`src/rtl/truth_table_sweeper.sv`:
```
// Sequenced exhaustive checker for a combinational function of N_IN inputs.
// Steps x through every vector, samples z after a settle time, tallies errors.
module truth_table_sweeper #(
    parameter int                     N_IN        = 3,
    parameter logic [(1<<N_IN)-1:0]   TRUTH_TABLE = 8'b01100001,
    parameter int                     SETTLE      = 2
) (
    input  logic                   clock,
    input  logic                   reset,
    input  logic                   start,
    input  logic                   abort,
    input  logic                   z,
    output logic [N_IN-1:0]        x,
    output logic                   busy,
    output logic                   done,
    output logic                   pass,
    output logic [(1<<N_IN)-1:0]   err_mask,
    output logic [N_IN:0]          err_count
);

    localparam int NV = 1 << N_IN;
    localparam int CW = (SETTLE > 1) ? $clog2(SETTLE) : 1;
    localparam logic [CW-1:0]   CNT_LOAD = CW'(SETTLE - 1);
    localparam logic [N_IN-1:0] X_LAST   = {N_IN{1'b1}};

    typedef enum logic [1:0] {
        S_IDLE,
        S_SETTLE,
        S_SAMPLE
    } state_t;

    state_t            state_q, state_d;
    logic [N_IN-1:0]   x_q, x_d;
    logic              busy_q, busy_d;
    logic              done_q, done_d;
    logic              pass_q, pass_d;
    logic [NV-1:0]     mask_q, mask_d;
    logic [N_IN:0]     errs_q, errs_d;
    logic [CW-1:0]     cnt_q, cnt_d;
    logic              mism;

    assign mism = (z != TRUTH_TABLE[x_q]);

    always_ff @(posedge clock or posedge reset) begin
        if (reset) begin
            state_q <= S_IDLE;
            x_q     <= '0;
            busy_q  <= 1'b0;
            done_q  <= 1'b0;
            pass_q  <= 1'b0;
            mask_q  <= '0;
            errs_q  <= '0;
            cnt_q   <= '0;
        end else begin
            state_q <= state_d;
            x_q     <= x_d;
            busy_q  <= busy_d;
            done_q  <= done_d;
            pass_q  <= pass_d;
            mask_q  <= mask_d;
            errs_q  <= errs_d;
            cnt_q   <= cnt_d;
        end
    end

    always_comb begin
        state_d = state_q;
        x_d     = x_q;
        busy_d  = busy_q;
        done_d  = 1'b0;
        pass_d  = pass_q;
        mask_d  = mask_q;
        errs_d  = errs_q;
        cnt_d   = cnt_q;
        unique case (state_q)
            S_IDLE: begin
                if (start) begin
                    state_d = S_SETTLE;
                    busy_d  = 1'b1;
                    x_d     = '0;
                    mask_d  = '0;
                    errs_d  = '0;
                    pass_d  = 1'b0;
                    cnt_d   = CNT_LOAD;
                end
            end
            S_SETTLE: begin
                if (abort) begin
                    state_d = S_IDLE;
                    busy_d  = 1'b0;
                    x_d     = '0;
                    pass_d  = 1'b0;
                end else if (cnt_q == '0) begin
                    state_d = S_SAMPLE;
                end else begin
                    cnt_d = cnt_q - 1'b1;
                end
            end
            S_SAMPLE: begin
                // abort outranks the compare on the same edge
                if (abort) begin
                    state_d = S_IDLE;
                    busy_d  = 1'b0;
                    x_d     = '0;
                    pass_d  = 1'b0;
                end else begin
                    if (mism) begin
                        mask_d[x_q] = 1'b1;
                        errs_d      = errs_q + 1'b1;
                    end
                    if (x_q == X_LAST) begin
                        state_d = S_IDLE;
                        busy_d  = 1'b0;
                        done_d  = 1'b1;
                        x_d     = '0;
                        pass_d  = (errs_q == '0) && !mism;
                    end else begin
                        state_d = S_SETTLE;
                        x_d     = x_q + 1'b1;
                        cnt_d   = CNT_LOAD;
                    end
                end
            end
            default: begin
                state_d = S_IDLE;
            end
        endcase
    end

    assign x         = x_q;
    assign busy      = busy_q;
    assign done      = done_q;
    assign pass      = pass_q;
    assign err_mask  = mask_q;
    assign err_count = errs_q;

endmodule
```
`config.mk`:
```
export PLATFORM = sky130hd
export DESIGN_NAME = truth_table_sweeper
export DESIGN_NICKNAME = d
export VERILOG_FILES = /design/src/rtl/truth_table_sweeper.sv
export SDC_FILE = /design/constraint.sdc
export NUM_CORES = 1
export LEC_CHECK = 0
export ABC_AREA = 1
export BUFFER_PORTS_ARGS = -buffer_cell sky130_fd_sc_hd__buf_2
export CORE_ASPECT_RATIO = 1.1
export CORE_MARGIN = 4
export CORE_UTILIZATION = 57
export CTS_BUF_LIST = sky130_fd_sc_hd__clkbuf_8
export CTS_CLUSTER_DIAMETER = 30
export DETAILED_ROUTE_END_ITERATION = 12
export GPL_TIMING_DRIVEN = 0
export PLACE_DENSITY_LB_ADDON = 0.08
export SYNTH_ARGS = -nofsm -noshare
export SYNTH_HDL_FRONTEND = slang
export SYNTH_SLANG_ARGS = --single-unit
```
`constraint.sdc`:
```
create_clock -name clock -period 2.1 [get_ports clock]
set_input_delay 0.42 -clock clock [delete_from_list [all_inputs] [get_ports clock]]
set_output_delay 0.42 -clock clock [all_outputs]
set_load 0.02 [all_outputs]
```
# [Word-level counts from Yosys, hierarchy flattened]
# Memories as Yosys holds them, arrays and structs flattened.
# Index checks and enable logic that the tools add are counted.
[word_totals] ff_bits=21 rom_bits=8 inputBits=5 word_cells=78 n_memories=1
[mem_list] name="(name not given)" depth=8 word_bits=1 read_ports=1 rd_clocked_by_memory_dff=0 write_ports=0 line_no="42" source="assign mism = (z != TRUTH_TABLE[x_q]);"
[op_classes] n_addsub=3 magnitude_cmp=2 eq_ne=12 n_mux=39 bitwise_logic=1 n_reduce_logical=12
[ops] operator="two-way mux 8 bit" count=3
[ops] operator="two-way mux 1 bit" count=18
[ops] operator="one-hot mux 8 bit (2 select lines)" count=1
[ops] operator="two-way mux 3 bit" count=4
[ops] operator="two-way mux 4 bit" count=3
[ops] operator="!= test 2 bit (second input constant)" count=6
[ops] operator="one-hot mux 1 bit (3 select lines)" count=3
[ops] operator="one-hot mux 3 bit (3 select lines)" count=1
[ops] operator="bitwise OR 8 bit" count=1
[ops] operator="one-hot mux 4 bit (2 select lines)" count=1
[ops] operator="AND reduction 4 bit" count=2
[ops] operator="two-way mux 2 bit" count=3
[ops] operator="!= test 3 bit (second input constant)" count=2
[ops] operator="one-hot mux 2 bit (3 select lines)" count=1
[ops] operator="AND reduction 5 bit" count=1
[ops] operator="adder 4 x 1 -> 4 bit (second input constant)" count=1
[ops] operator="logical NOT 4 bit" count=1
[ops] operator="less-than comparator 3 x 4 -> 1 bit (second input constant)" count=1
[ops] operator="adder 3 x 1 -> 3 bit (second input constant)" count=1
[ops] operator="demux 1 bit (select 3 bit)" count=1
[ops] operator="equality test 3 bit (second input constant)" count=1
[ops] operator=">= comparator 3 x 1 -> 1 bit (second input constant)" count=1
[ops] operator="AND reduction 3 bit" count=1
[ops] operator="nonzero test 3 bit" count=1
[ops] operator="9 further kinds" count=10

# [Longest topological paths before layout]
[depth] word_depth=8 depth_mapped=10 depth_no_buf=9

# [Least setup slack after synthesis]
# Ideal clock, no wire load.
[synth_path] kind="reg-to-reg" startpoint="register x_q[0], in the netlist x[0]" endpoint="register errs_q[2], in the netlist err_count[2]" setup_time_ns=0.118 t_arrival_ns=1.580 t_required_ns=1.982 path_slack_ns=0.402 stages_incl_launch_ff=10 path_cell_list="dfrtp_1 > inv_1 > ha_1 > nand2_1 > nand3_2 > nand3_4 > nand2_4 > buf_6 > nand2_1 > nand2_1"
[synth_between] elab_chain_cells=5
[synth_lines] element="from (decl)" line_no="33" source="logic [N_IN-1:0] x_q, x_d;"
[synth_lines] element="from (signal assigned)" line_no="47" source="x_q <= '0;"
[synth_lines] element="from (signal assigned)" line_no="56" source="x_q <= x_d;"
[synth_lines] element="memory (8 x 1 bit)"
[synth_lines] element="two-way mux 1 bit (implied by the code)" line_no="42"
[synth_lines] element="!= test 1 bit" line_no="42"
[synth_lines] element="!= test 2 bit (no line)"
[synth_lines] element="AND reduction 4 bit (no line)"
[synth_lines] element="to (signal assigned)" line_no="61" source="errs_q <= errs_d;"
[synth_lines] element="to (decl)" line_no="38" source="logic [N_IN:0] errs_q, errs_d;"
# Every way passes these cells. The select of a mux whose other input is x is not followed.
# A chain may end at the register's enable or synchronous reset.

# [Worst setup path after layout]
[layout_path] startpoint="register x_q[0], in the netlist x[0]" endpoint="register mask_q[3], in the netlist err_mask[3]"
[layout_between] elab_chain_cells=8
[layout_lines] element="less-than comparator 3 x 4 -> 1 bit (implied by the code) or >= comparator 3 x 1 -> 1 bit (tied branches)" line_no="108" source="mask_d[x_q] = 1'b1;"
[layout_lines] element="logical AND 1 bit (implied by the code)" line_no="108"
[layout_lines] element="two-way mux 1 bit (implied by the code)" line_no="108"
[layout_lines] element="demux 1 bit (select 3 bit)" line_no="108"
[layout_lines] element="bitwise OR 8 bit (no line)"
[layout_lines] element="two-way mux 8 bit" line_no="107" source="if (mism) begin"
[layout_lines] element="two-way mux 8 bit" line_no="101" source="if (abort) begin"
[layout_lines] element="one-hot mux 8 bit (2 select lines)" line_no="75" source="unique case (state_q)"
[layout_lines] element="to (signal assigned)" line_no="60" source="mask_q <= mask_d;"
[layout_lines] element="to (decl)" line_no="37" source="logic [NV-1:0] mask_q, mask_d;"
# Parallel ways exist; a longest one is shown, timed or not. The select of a mux whose other input is x is not followed.

==> summary.md <==
| Metric | Value |
|---|---|
| Starting Density | `0.5939` |
| Synth Cell Area | `1338 sq um` |
| First-pass GRT wire length | `4.429 mm` |
| Worst VDD drop | `0.0006954 V` |
| Critical Path RT | `2250 ps` |
| Hold slack final | `301.5 ps` |
| CTS Buf Count | `3` |
| Synth async-reset ratio | `1.000` |
| # DRC | `0` |
| Critical path startpoint category | `register` |
| Crit. End Element | `register` |
| Register Area | `525.5 sq um` |
| Top cell type's share of synthesized area | `0.3929` |
| Compound-gate portion of the synthesized area | `0.07951` |
| Largest family of logic cells by synthesized area | `simple AND/OR/NAND/NOR gates` |
| Worst R2R End | `err_mask[3]` |
| Mux share of post-synthesis cell area | `0` |
| Die area | `3186 sq um` |
| Die X | `54.19 um` |
| Fin crit share | `0.8512` |
| Final Power | `1.527 mW` |
| Proportion of layout cells with a drive suffix above 1 | `0.1841` |
| FMAX | `559.4 MHz` |
| Outcome | `finished, final reports clean` |
| Top cells by area, synth | `dfrtp_1 (39%), nand2_1 (12%), ha_1 (10%)` |
| Post-synth EDFFs | `0` |
| Largest net degree at the start of global routing | `22` |
| Overall Global Routing Usage | `0.1880` |
| Wire per inst | `11.90 um` |
| Root buf cell | `clkbuf_8` |
| Area grow syn2layout | `14.41%` |
| Final clock skew | `3.285 ps` |
| PostCTS Resize Cnt | `0` |
| RSZ-0062 raised after global routing | `no` |
| Worst r2r src | `x[0]` |
| DRT antenna net count | `0` |
| Commonest cells post-synth | `nand2_1 (44), inv_1 (30), nand3_1 (26)` |
| Layout fillers | `212` |
| #FFs+latches synth | `21` |
| Number of global-route vias before repair | `1025` |
| Distinct cell type count of the synthesized netlist | `21` |
| GPL Wtd Cong | `0.7913` |
| # clock sinks | `21` |
| Crit-path max FO | `10` |
| Arr. time, crit path | `1940 ps` |
| H-Tree Level Count | `1` |
| Post-synthesis sequential area ratio | `0.3929` |
| Post-DR vias/cell | `5.061` |
| Total negative slack | `0 ps` |
| Syn. warnings | `0` |
| Final nets | `218` |
| Final Core Density | `0.6794` |
| Fin crit period | `1788 ps` |
| Setup-failing EPs final | `0` |
| Post-Syn Nets | `191` |
| DRT Wirelength | `2.750 mm` |
| Ports | `23` |
| Detailed Route Iter0 Violations | `39` |
| Via count | `1169` |
| Hold WC Path Type | `input port to asynchronous set/reset pin` |
| Antenna Cells | `0` |
| Reg2Reg Setup Slack | `310 ps` |
| Syn Inst Count | `175` |
| Initial antenna violation count | `0` |
| Synth Area in Simple Gates | `0.3059` |
| PwrDens | `997.7 nW/um^2` |
| Slew Limit Fails | `0` |
| Pre-Repair DR Iteration Count | `4` |
| Floorplan Core Area | `2252 sq um` |
| Worst-path clk slew | `70 ps` |
| Least-Margin Pin Slew | `806.5 ps` |
| Maxcap violations | `0` |
| Main synth FF type | `dfrtp_1` |
| Syn avg cell area | `7.643 sq um` |
| Crit path kind | `register to register` |
| Most common cell in the netlist | `nand2_1` |
| Rows | `18` |
| Port bufs | `22` |
| TritonCTS clock tree | `done` |
| Total global routing overflow | `0` |
| Area leader, netlist | `dfrtp_1` |
| # hold bufs at CTS | `0` |
| Clock Latency Late Sink | `260 ps` |
| Post-DP HPWL | `2.101 mm` |
| Worst r2r path cells | `9` |
| Post-CTS setup buffers | `0` |
| Leak | `0.8468 nW` |
| Synth Area in Adders | `0.1029` |
| Final Hold Fails | `0` |
| Clk buf depth | `2` |
| Xor/xnor share of the synthesized area | `0.006548` |
| Multi-input logic area | `661.9 sq um` |
| Normalized max-slew margin | `0.4618` |
| Die H | `58.81 um` |
## per-stage QoR
| step | std cells | setup slack [ps] | cell area [sq um] |
|---|---|---|---|
| after CTS | 231 | 314.4 | 1530 |
| final | 231 | 312.5 | 1530 |
| after global placement | 227 | 383.6 | 1485 |
| after global routing | 231 | 185.3 | 1530 |
| after floorplan | 175 | 401.9 | 1338 |
| after detailed placement | 227 | 329.9 | 1485 |
## kinds of logic (layout without fill, tap and decap cells)
logic type / Yosys count / count (layout)
flip-flops: 21 / 21
AND/OR/NAND/NOR: 88 / 88
XOR/XNOR: 1 / 1
AO/OA/AOI/OAI: 19 / 19
adder cells (fa/ha/maj): 11 / 11
buffers and inverters: 35 / 61
## where the power goes
| part | switching [mW] | internal [mW] |
|---|---|---|
| combinational | 0.495 | 0.253 |
| sequential | 0.0560 | 0.467 |
| clock | 0.125 | 0.130 |
## layer usage
metal / track usage / part of all wire / vias to the layer above
met4: 0.07473 / 0.011 / 0
li1: - / - / 602
met1: 0.2351 / 0.45 / 549
met2: 0.3214 / 0.51 / 14
met3: 0.02278 / 0.028 / 4
met5: 0 / 0 / -
## worst max-delay path by stage
stage,startpoint,to,slack [ps],cells past startpoint
6_report,x[0],err_mask[3],310,9
2_1_floorplan,x[0],err_count[2],400,9
3_5_place_dp,x[0],err_count[1],330,9
4_1_cts,x[0],err_count[1],310,9
5_1_grt,x[0],err_mask[3],190,10
3_3_place_gp,x[0],err_mask[3],380,9
## placed cells by master (no fill, tap or decap), types with 2 or more instances in the layout
cell / netlist / routed
nand2_1: 44 / 44
inv_1: 30 / 31
nand3_1: 26 / 26
buf_2: 0 / 22
dfrtp_1: 21 / 21
ha_1: 11 / 11
a21oi_1: 10 / 10
nor2_1: 9 / 9
o21ai_0: 7 / 7
clkbuf_8: 0 / 3
nand3_2: 2 / 2
nand2_2: 2 / 2
buf_6: 2 / 2
nand4_1: 2 / 2
## final cells by class
type	instances	area share
plain buffers	4	0.02208
clock buffers	3	0.02698
clock inverters	1	0.002453
inverters	31	0.07604
multi-input cells	119	0.4325
flip-flops and latches	21	0.3434
well taps	30	0.02453
repair buffers	22	0.07195
## critical path, stage by stage (launching register included)
cell and delay [ps]:
dfrtp_1 470, inv_1 180, ha_1 360, nand2_1 110
nand3_2 130, nand3_4 130, nand2_4 60, buf_6 140
nand2_1 50, nand2_1 50
## state kept, by name, summed over array words and instances, names as in the netlist
name / flops
x: 3
cnt_q: 1
busy: 1
state_q: 2
err_mask: 8
err_count: 4
done: 1
pass: 1
Note: power is estimated with default switching activity, not from simulation.
